### src/rtl/sprite_renderer.sv
// Sprite renderer: snapshots two packed player words once per frame and
// composites background, player sprites and health bars into an RGB332
// pixel stream through a 3-stage pipeline (S1 lookup, S2 texel, S3 output).
module sprite_renderer #(
  parameter int unsigned SPRITE_W  = 32,
  parameter int unsigned SPRITE_H  = 32,
  parameter int unsigned H_ACTIVE  = 640,
  parameter logic [7:0]  BG_COLOR  = 8'h25,
  parameter logic [7:0]  BAR_COLOR = 8'h1C,
  parameter int unsigned BAR_Y0    = 8,
  parameter int unsigned BAR_Y1    = 15,
  parameter int unsigned BAR_X0    = 16
) (
  input  logic        clock,
  input  logic        reset,
  input  logic [63:0] sprites,
  input  logic        frame_start,
  input  logic [9:0]  hcount,
  input  logic [9:0]  vcount,
  input  logic        pixel_valid,
  output logic [15:0] rom_addr_p1,
  output logic [15:0] rom_addr_p2,
  input  logic [7:0]  rom_data_p1,
  input  logic [7:0]  rom_data_p2,
  output logic [7:0]  pixel_out,
  output logic        pixel_valid_out
);

  // Word layout: {posx[8:0], posy[8:0], health[5:0], left, animation[3:0], frame[1:0], rsvd}
  logic [31:0] shadow_p1, shadow_p2;

  logic        s1_valid, s1_hit1, s1_hit2, s1_bar;
  logic        s2_valid, s2_hit1, s2_hit2, s2_bar;
  logic [7:0]  s2_tex1, s2_tex2;

  logic [16:0] lk1, lk2;
  logic [10:0] hx;
  logic [6:0]  bw1, bw2;
  logic        on_bar_line, bar1, bar2, bar_hit;
  logic [7:0]  pixel_next;

  logic unused_rsvd;
  assign unused_rsvd = shadow_p1[0] ^ shadow_p2[0];

  // Returns {hit, animation, frame, row, col}; out-of-range coordinate bits are masked to zero.
  function automatic logic [16:0] sprite_lookup(input logic [31:0] word,
                                                input logic [9:0]  hc,
                                                input logic [9:0]  vc);
    logic [10:0] dx, dy;
    logic [4:0]  col, row;
    logic        hit;
    dx  = {1'b0, hc} - {2'b00, word[31:23]};
    dy  = {1'b0, vc} - {2'b00, word[22:14]};
    hit = !dx[10] && (dx < 11'(SPRITE_W)) && !dy[10] && (dy < 11'(SPRITE_H));
    col = word[7] ? dx[4:0] : 5'(SPRITE_W - 1) - dx[4:0];
    col = col & 5'(SPRITE_W - 1);
    row = dy[4:0] & 5'(SPRITE_H - 1);
    return {hit, word[6:3], word[2:1], row, col};
  endfunction

  // Negative health (bit 5 set) means a dead player with no bar.
  function automatic logic [6:0] bar_width(input logic [5:0] health);
    return health[5] ? 7'd0 : {health[4:0], 2'b00};
  endfunction

  // Frame snapshot: sprites is only looked at on frame_start so a frame never tears.
  always_ff @(posedge clock) begin
    if (reset) begin
      shadow_p1 <= '0;
      shadow_p2 <= '0;
    end else if (frame_start) begin
      shadow_p1 <= sprites[63:32];
      shadow_p2 <= sprites[31:0];
    end
  end

  // S1 combinational: sprite hit/address lookup and health bar coverage.
  // P2 bar test is written as hx + w > right_edge to avoid underflow.
  always_comb begin
    lk1         = sprite_lookup(shadow_p1, hcount, vcount);
    lk2         = sprite_lookup(shadow_p2, hcount, vcount);
    hx          = {1'b0, hcount};
    bw1         = bar_width(shadow_p1[13:8]);
    bw2         = bar_width(shadow_p2[13:8]);
    on_bar_line = (vcount >= 10'(BAR_Y0)) && (vcount <= 10'(BAR_Y1));
    bar1        = (hx >= 11'(BAR_X0)) && (hx < 11'(BAR_X0) + {4'b0000, bw1});
    bar2        = (hx <= 11'(H_ACTIVE - 1 - BAR_X0)) &&
                  (hx + {4'b0000, bw2} > 11'(H_ACTIVE - 1 - BAR_X0));
    bar_hit     = on_bar_line && (bar1 || bar2);
  end

  // S1 register: ROM addresses are driven every cycle regardless of hit.
  always_ff @(posedge clock) begin
    if (reset) begin
      s1_valid    <= 1'b0;
      s1_hit1     <= 1'b0;
      s1_hit2     <= 1'b0;
      s1_bar      <= 1'b0;
      rom_addr_p1 <= '0;
      rom_addr_p2 <= '0;
    end else begin
      s1_valid    <= pixel_valid;
      s1_hit1     <= pixel_valid & lk1[16];
      s1_hit2     <= pixel_valid & lk2[16];
      s1_bar      <= pixel_valid & bar_hit;
      rom_addr_p1 <= lk1[15:0];
      rom_addr_p2 <= lk2[15:0];
    end
  end

  // S2 register: capture ROM texels alongside their hit flags.
  always_ff @(posedge clock) begin
    if (reset) begin
      s2_valid <= 1'b0;
      s2_hit1  <= 1'b0;
      s2_hit2  <= 1'b0;
      s2_bar   <= 1'b0;
      s2_tex1  <= '0;
      s2_tex2  <= '0;
    end else begin
      s2_valid <= s1_valid;
      s2_hit1  <= s1_hit1;
      s2_hit2  <= s1_hit2;
      s2_bar   <= s1_bar;
      s2_tex1  <= rom_data_p1;
      s2_tex2  <= rom_data_p2;
    end
  end

  // S3 combinational: layer priority blanking > bars > p1 > p2 > background.
  always_comb begin
    pixel_next = BG_COLOR;
    if (!s2_valid)                     pixel_next = 8'h00;
    else if (s2_bar)                   pixel_next = BAR_COLOR;
    else if (s2_hit1 && s2_tex1 != '0) pixel_next = s2_tex1;
    else if (s2_hit2 && s2_tex2 != '0) pixel_next = s2_tex2;
  end

  // S3 output register.
  always_ff @(posedge clock) begin
    if (reset) begin
      pixel_out       <= '0;
      pixel_valid_out <= 1'b0;
    end else begin
      pixel_out       <= pixel_next;
      pixel_valid_out <= s2_valid;
    end
  end

endmodule

### config.mk
export PLATFORM = sky130hd
export DESIGN_NAME = sprite_renderer
export DESIGN_NICKNAME = d
export VERILOG_FILES = /design/src/rtl/sprite_renderer.sv
export SDC_FILE = /design/constraint.sdc
export NUM_CORES = 1
export LEC_CHECK = 0
export CAP_MARGIN = 25
export CORE_UTILIZATION = 45
export CTS_BUF_LIST = sky130_fd_sc_hd__clkbuf_4 sky130_fd_sc_hd__clkbuf_8 sky130_fd_sc_hd__clkbuf_16
export CTS_CLUSTER_SIZE = 16
export DETAILED_ROUTE_END_ITERATION = 6
export GPL_TIMING_DRIVEN = 0
export PLACE_DENSITY = 0.84
export SETUP_SLACK_MARGIN = 0.05
export SLEW_MARGIN = 10
export SYNTH_ARGS = -nofsm -noshare
export SYNTH_HDL_FRONTEND = slang
export SYNTH_SLANG_ARGS = --single-unit
### constraint.sdc
create_clock -name clock -period 2.19 [get_ports clock]
set_clock_uncertainty 0.2 [all_clocks]
set_input_delay 0.219 -clock clock [delete_from_list [all_inputs] [get_ports clock]]
set_output_delay 0.219 -clock clock [all_outputs]
set_load 0.1 [all_outputs]
==> reports/results.tsv, run 1 <==
stage	metric	value	unit
floorplan	row cnt	42	
logic_synthesis	Post-synth EDFFs	0	
detailed_routing	Post-route DRC	0	
floorplan	die area	14300	µm²
logic_synthesis	Post-synth ARST share	0	
placement	dpl cells	981	
critical_path	Reg2Reg Launch Point	shadow_p2[14]$_SDFFE_PP0P_	
floorplan	# IOs	145	
sta	Final Setup Violations	3	
detailed_routing	Routed wire per std cell	15.6	µm
critical_path	Setup crit end kind	flip-flop	
logic_synthesis	Mapped Area	6210	µm²
sta	crit path time final	2540	ps
placement	port bufs	139	
worst_hold_path	hold_sp	vcount[0]	
cells_and_area	commonest non-fill, non-tap cell in the layout	dfxtp_1	
critical_path	crit start category	primary input	
clock_network	CTS tree	yes	
logic_synthesis	Seq/Total Area, Yosys	0.409	
critical_path	crit-path cells	clkdlybuf4s50_1 -> inv_2 -> fa_2 -> and2b_1 -> o2111ai_2 -> a21boi_2 -> o21a_1 -> nand4b_1 -> mux2_4 -> a211oi_4	
cells_and_area	layout cell share with drive strength beyond 1	0.102	
critical_path	largest fanout on the critical path	3	
sta	setup TNS	-709	ps
floorplan	die height	119	µm
global_route	GRT Total Usage	0.227	
clock_network	clk sinks	127	
critical_path	Worst Path Arrival	2680	ps
logic_synthesis	Unique masters post-synth	55	
pwr	Switch Pwr	2.11	mW
critical_path	R2R cell count	9	
cells_and_area	n_diodes	0	
clock_network	clk_lat worst skew	430	ps
sta	hold slack	26.8	ps
detailed_routing	TritonRoute pass-1 iters	4	
critical_path	CP required	2330	ps
pwr	Seq pwr share	0.371	
logic_synthesis	synthesized netlist cell count	666	
worst_hold_path	Worst Hold Class	in -> reg	
cells_and_area	Fill cells	1140	
critical_path	Worst R2R End	s1_hit2$_SDFF_PP0_	
sta	final hold vios	0	
cells_and_area	Finished Core Util	0.643	
logic_synthesis	Synth area leader	dfxtp_1	
pwr	Sw Share	0.310	
global_route	via count of the first global-routing pass	4972	
placement	routability cong.	0.908	
global_route	first-pass GRT wire length	24600	µm
floorplan	Core Box Area	13300	µm²
detailed_routing	Via Count	5223	
critical_path	Critical-path top delay cell	clkdlybuf4s50_1	
sta	Tcrit/Tclk final	1.16	
detailed_routing	drt initial violations	275	
logic_synthesis	synth top area cells	dfxtp_1, mux2i_1, ha_1	
critical_path	crit path buf inv count	2	
critical_path	Setup CP Type	in -> reg	
floorplan	starting density of the core	0.465	
clock_network	cts bufs inserted	17	
clock_network	root buffer cell	clkbuf_16	
cells_and_area	area grow syn2layout	38.2	%
global_route	initial antenna violation count	0	
logic_synthesis	post-synth net total	822	
pwr	cell-internal power	4.69	mW
run_status	violated checks	negative setup slack	
global_route	pin count of the biggest net entering global routing	17	
worst_hold_path	Hold Crit Depth	4	
detailed_routing	vias per cell	5.12	
global_route	Overflow after GRT	0	
logic_synthesis	top cell type's share of synthesized area	0.409	
worst_hold_path	WHS Endpoint	rom_addr_p1[5]$_SDFF_PP0_	
logic_synthesis	Syn Area/Cell	9.33	µm²
pwr	Power Total	6.80	mW
placement	dpl hpwl	11700	µm
logic_synthesis	number of synthesis warnings	0	
cells_and_area	commonest cells after routing, fill and taps aside	dfxtp_1, nor2_1, clkdlybuf4s50_1	
pwr	IR drop worst, VDD	0.740	mV
floorplan	Die W	119	µm
pwr	Leakage Power	3.77	nW
pwr	clock power share	0.390	
run	maxcap violations	0	
detailed_routing	Detailed Route WL	15900	µm
sta	Worst slew margin	0.326	
critical_path	setup slack, reg-to-reg	-350	ps
sta	worst-margin pin slew	1010	ps
cells_and_area	Post-Layout Cell Count	1020	
logic_synthesis	Primary FF master, synth	dfxtp_1	
critical_path	crit path from	vcount[1]	
clock_network	Max clock buf depth	2	
cells_and_area	Nets	987	
clock_network	H-tree depth	4	
pwr	combinational power share	0.239	
run_status	outcome	finished with violations	
sta	max-slew violation count	0	
clock_network	register clock-pin slew on the reported worst setup and hold paths	50	ps
sta	unrepaired setup endpoints after global routing	yes	
critical_path	Max stage delay on crit path	550	ps
sta	Max Freq	394	MHz
pwr	P per Cell Area	792	nW/µm²
detailed_routing	Antenna Violating Nets Remaining	0	
critical_path	CP top delay family	compound AO/OA/AOI/OAI gates	
logic_synthesis	Synth Register Bits	127	
sta	slack of the critical path	-351	ps
==> cell usage after synthesis (4+ instances only) <==
cell type and number:
nand2b_1 9, a21o_1 8, mux2i_1 67, a31oi_1 5
dfxtp_1 127, o2111ai_1 5, inv_1 49, o211ai_1 4
ha_1 47, clkbuf_1 13, buf_1 10, xnor2_1 21
xor2_1 9, nand3_1 11, nor4_1 9, nor2b_1 50
o21ai_0 15, a21oi_1 34, nor2_1 94, nand2_1 19
fa_1 5
==> power groups by stage <==
stage | registers [mW] | logic (mW) | clock network, mW
after floorplan | 2.97 | 0.705 | 0
after global placement | 2.57 | 1.56 | 0
after detailed placement | 2.57 | 1.59 | 0
after CTS | 2.52 | 1.61 | 2.71
after global routing | 2.53 | 1.74 | 2.81
final | 2.52 | 1.63 | 2.65
==> registers in the layout, indices dropped and copies added, names as in the netlist <==
signal	cells
s2_tex1	8
rom_addr_p2	16
s1_hit2	1
s1_valid	1
pixel_out	8
rom_addr_p1	16
s1_hit1	1
s2_tex2	8
shadow_p2	31
s2_bar	1
s2_valid	1
s2_hit2	1
s1_bar	1
pixel_valid_out	1
shadow_p1	31
s2_hit1	1
==> cell families (layout without fill, tap and decap cells) <==
group           count (synthesis)  in the layout  synth area share
compound gates                 99             99             0.107
xor+xnor                       30             30            0.0423
fa+ha+maj                      52             52             0.111
buf+inv                        73            251            0.0443
flops                         127            127             0.409
mux                            69             69             0.112
simple gates                  216            216             0.175
==> worst register-to-register path, delay by kind of cell, from the launching register on <==
kind	cells	cell delay, ps
mux	1	300
simple gates	2	410
flops	1	330
fa+ha+maj	2	490
compound gates	4	730
==> per-layer routing <==
layer  up-vias  global-route usage  share of wire
li1       2604                   -              -
met4         0              0.0836          0.015
met1      2430               0.274           0.43
met2       167               0.373           0.48
met5         -                   0              0
met3        22              0.0781          0.074
==> worst max-delay path by stage <==
stage | to | slack (ps) | depth (start not counted)
2_1_floorplan | s1_hit2$_SDFF_PP0_ | -80 | 9
3_3_place_gp | s1_hit2$_SDFF_PP0_ | -780 | 11
3_5_place_dp | s1_hit2$_SDFF_PP0_ | -780 | 11
4_1_cts | s1_hit1$_SDFF_PP0_ | -270 | 9
5_1_grt | s1_hit2$_SDFF_PP0_ | -420 | 9
6_report | s1_hit2$_SDFF_PP0_ | -350 | 10
==> repair_timing <==
item | 4_1_cts | 5_1_grt
hold buffers | 0 | 0
pin swaps | 15 | 12
setup buffers | 6 | 1
resized for setup | 66 | 10
endpoints found under the hold margin | 0 | 0
setup endpoints to repair | 44 | 4
==> through the flow <==
| stage | setup WS, ps | area, µm² |
|---|---|---|
| global placement | -780 | 7900 |
| finish | -351 | 8580 |
| detailed placement | -776 | 7900 |
| global route | -416 | 8580 |
| CTS | -267 | 8540 |
| floorplan | -75.1 | 6290 |
==> layout make-up <==
class / instances / area [µm²] / area share
multi-input cells: 466 / 3580 / 0.418
inverters: 49 / 184 / 0.0214
well taps: 176 / 220 / 0.0257
repair buffers: 146 / 1400 / 0.163
flip-flops and latches: 127 / 2550 / 0.297
clock inverters: 11 / 92.6 / 0.0108
plain buffers: 24 / 91.3 / 0.0106
clock buffers: 21 / 462 / 0.0538
(Power assumes the default switching activity.)
==> run 2, diff against run 1 <==
ABC_CLOCK_PERIOD_IN_PS = 2190   (was default)
SETUP_SLACK_MARGIN = default   (was 0.05)
==> run 2 against run 1 <==
Net effect:
- the flow still finishes with violations (negative setup slack)
- sequential power about the same
- cell area increased by 1.5%
- hold slack gained 130 ps
- clock power is 15% higher
- critical path depth decreased by 1
- combinational power about the same
- die area is the same
- routed wire length increased by 2.7%
- first-iteration DRC count up 10%
- maximum frequency increased by 2.1%
- power rose by 6.4%
- critical endpoint unchanged
- largest power group unchanged
==> reports/results.tsv, run 2 (same netlist as run 1, synthesis figures left out) <==
stage	metric	value	unit	change
critical_path	CP required	2310	ps	-20 ps
clock_network	Max clock buf depth	2		unchanged
sta	unrepaired setup endpoints after global routing	yes		
clock_network	register clock-pin slew on the reported worst setup and hold paths	60	ps	about the same
placement	dpl hpwl	11700	µm	+0.31%
clock_network	cts bufs inserted	17		unchanged
detailed_routing	TritonRoute pass-1 iters	5		+1
pwr	P per Cell Area	831	nW/µm²	+4.8%
sta	final hold vios	0		unchanged
run	maxcap violations	0		unchanged
detailed_routing	Routed wire per std cell	16.0	µm	+2.7%
global_route	first-pass GRT wire length	25400	µm	+3.4%
cells_and_area	Sequential Area	2550	µm²	unchanged
floorplan	# IOs	145		unchanged
cells_and_area	Post-Layout Cell Count	1020		unchanged
sta	Max Freq	402	MHz	+2.1%
detailed_routing	drt initial violations	303		+10%
clock_network	CTS tree	yes		
sta	max-slew violation count	0		unchanged
clock_network	H-tree depth	4		unchanged
critical_path	Max stage delay on crit path	340	ps	-210 ps
critical_path	Setup CP Type	reg -> reg		
clock_network	clk_lat worst skew	420	ps	about the same
detailed_routing	Detailed Route WL	16300	µm	+2.7%
pwr	IR drop worst, VDD	0.743	mV	+0.50%
global_route	GRT Total Usage	0.233		+0.00529
sta	slack of the critical path	-298	ps	+52.5 ps
critical_path	Worst Path Arrival	2610	ps	-70 ps
floorplan	row cnt	42		unchanged
placement	routability cong.	0.892		-1.8%
floorplan	die area	14300	µm²	unchanged
sta	worst-margin pin slew	1030	ps	+16.0 ps
sta	Final Setup Violations	3		unchanged
cells_and_area	commonest non-fill, non-tap cell in the layout	dfxtp_1		
critical_path	R2R cell count	9		unchanged
floorplan	Die W	119	µm	unchanged
cells_and_area	Largest regs	shadow_p1: 31 flops, shadow_p2: 31 flops		
critical_path	crit start category	flip-flop		
cells_and_area	commonest cells after routing, fill and taps aside	dfxtp_1, nor2_1, clkdlybuf4s50_1		
clock_network	CTS Hold Bufs	0		unchanged
run_status	outcome	finished with violations		
global_route	Overflow after GRT	0		unchanged
placement	dpl cells	981		unchanged
critical_path	Setup crit end kind	flip-flop		
floorplan	Core Box Area	13300	µm²	unchanged
cells_and_area	Nets	987		unchanged
floorplan	starting density of the core	0.465		unchanged
sta	crit path time final	2490	ps	-52.5 ps
cells_and_area	area grow syn2layout	40.3	%	
critical_path	largest fanout on the critical path	3		unchanged
sta	Tcrit/Tclk final	1.14		-0.0240
global_route	pin count of the biggest net entering global routing	17		unchanged
clock_network	clk sinks	127		unchanged
sta	Worst slew margin	0.315		-0.0106
worst_hold_path	Hold Crit Depth	4		unchanged
cells_and_area	n_diodes	0		unchanged
clock_network	root buffer cell	clkbuf_16		
floorplan	die height	119	µm	unchanged
detailed_routing	Antenna Violating Nets Remaining	0		unchanged
sta	setup TNS	-718	ps	-8.94 ps
detailed_routing	vias per cell	5.12		about the same
global_route	initial antenna violation count	0		unchanged
global_route	via count of the first global-routing pass	5171		+4.0%
cells_and_area	layout cell share with drive strength beyond 1	0.115		+0.0130
detailed_routing	Via Count	5222		-0.019%
placement	port bufs	139		unchanged
pwr	Leakage Power	3.80	nW	+0.78%
run_status	violated checks	negative setup slack		
worst_hold_path	Worst Hold Class	in -> reg		
cells_and_area	Fill cells	1080		-5.3%
critical_path	crit-path cells	ha_4 -> fa_2 -> and2b_2 -> o2111ai_2 -> a21boi_2 -> o21a_1 -> nand4b_1 -> mux2_4 -> a211oi_4		
cells_and_area	Multi-input gate area	3630	µm²	+1.3%
detailed_routing	Post-route DRC	0		unchanged
placement	Post-Place Worst Slack	-831	ps	-54.9 ps
critical_path	Critical-path top delay cell	fa_2		
-- run 2: cell types whose count changed in the layout (fill, tap and decap cells not counted), moves of 2 or more --
| cell | change |
|---|---|
| a21oi_1 | -3 |
| ha_1 | -4 |
| clkinv_2 | -4 |
| a21oi_2 | +3 |
| dlygate4sd2_1 | +2 |
| clkbuf_4 | -3 |
| ha_2 | +3 |
| clkbuf_8 | +2 |
| o21ai_2 | +2 |
| inv_6 | +2 |
| bufinv_16 | +3 |
-- run 2: path summary, 6_finish.rpt --
check	from	endpoint	slack (ps)
max	shadow_p2[14]$_SDFFE_PP0P_	s1_hit2$_SDFF_PP0_	-300
min	vcount[0]	rom_addr_p1[5]$_SDFF_PP0_	160
max reg2reg	shadow_p2[14]$_SDFFE_PP0P_	s1_hit2$_SDFF_PP0_	-300
min reg2reg	s1_hit1$_SDFF_PP0_	s2_hit1$_SDFF_PP0_	230
-- run 2: stage by stage --
step / cell area (µm²) / hold WS, ps / total power, mW / utilization
6_report: 8710 / 158 / 7.24 / 0.653
5_1_grt: 8710 / 168 / 7.52 / 0.653
4_1_cts: 8610 / 149 / 7.23 / 0.645
3_5_place_dp: 7900 / 222 / 4.16 / 0.592
3_3_place_gp: 7900 / 217 / 4.13 / 0.592
2_1_floorplan: 6280 / 147 / 3.68 / -
-- run 2: worst max-delay path, delay by kind of cell, from the launching register on --
kind | cells | cell delay [ps]
compound gates | 4 | 730
fa+ha+maj | 2 | 500
simple gates | 2 | 350
flops | 1 | 330
mux | 1 | 280
-- run 2: cell type report --
cell class / instances / share of cell area
Multi-Input combinational cell: 466 / 0.417
Sequential cell: 127 / 0.293
Timing Repair Buffer: 146 / 0.160
Clock buffer: 20 / 0.0536
Tap cell: 176 / 0.0253
Inverter: 49 / 0.0211
Clock inverter: 12 / 0.0207
Buffer: 24 / 0.0105
-- run 2: report_power, final --
group	leakage, nW	internal (mW)	switching, mW
logic	2.43	0.633	1.02
registers	1.05	2.46	0.0663
clock network	0.313	2.00	1.06
total	3.80	5.09	2.15
-- run 2: what timing repair did --
| item | in CTS | in global routing |
|---|---|---|
| endpoints found under the setup margin | 44 | 3 |
| setup buffers | 5 | 2 |
| hold endpoints to repair | 0 | 0 |
| gates resized for setup | 69 | 21 |
| pin swaps | 16 | 13 |
| cloned | 0 | 0 |
-- run 2: per-layer routing --
layer,vias to the layer above,GRT usage,wire [µm]
met1,2400,0.272,6750
met2,187,0.396,7980
met3,23,0.0637,1190
li1,2612,-,-
met4,0,0.103,394
met5,-,0,0
==> run 3, diff against run 2 <==
CTS_CLUSTER_SIZE = 25   (was 16)
==> results of run 3 <==
Final layout, timing and power as in run 2 (identical DEF).
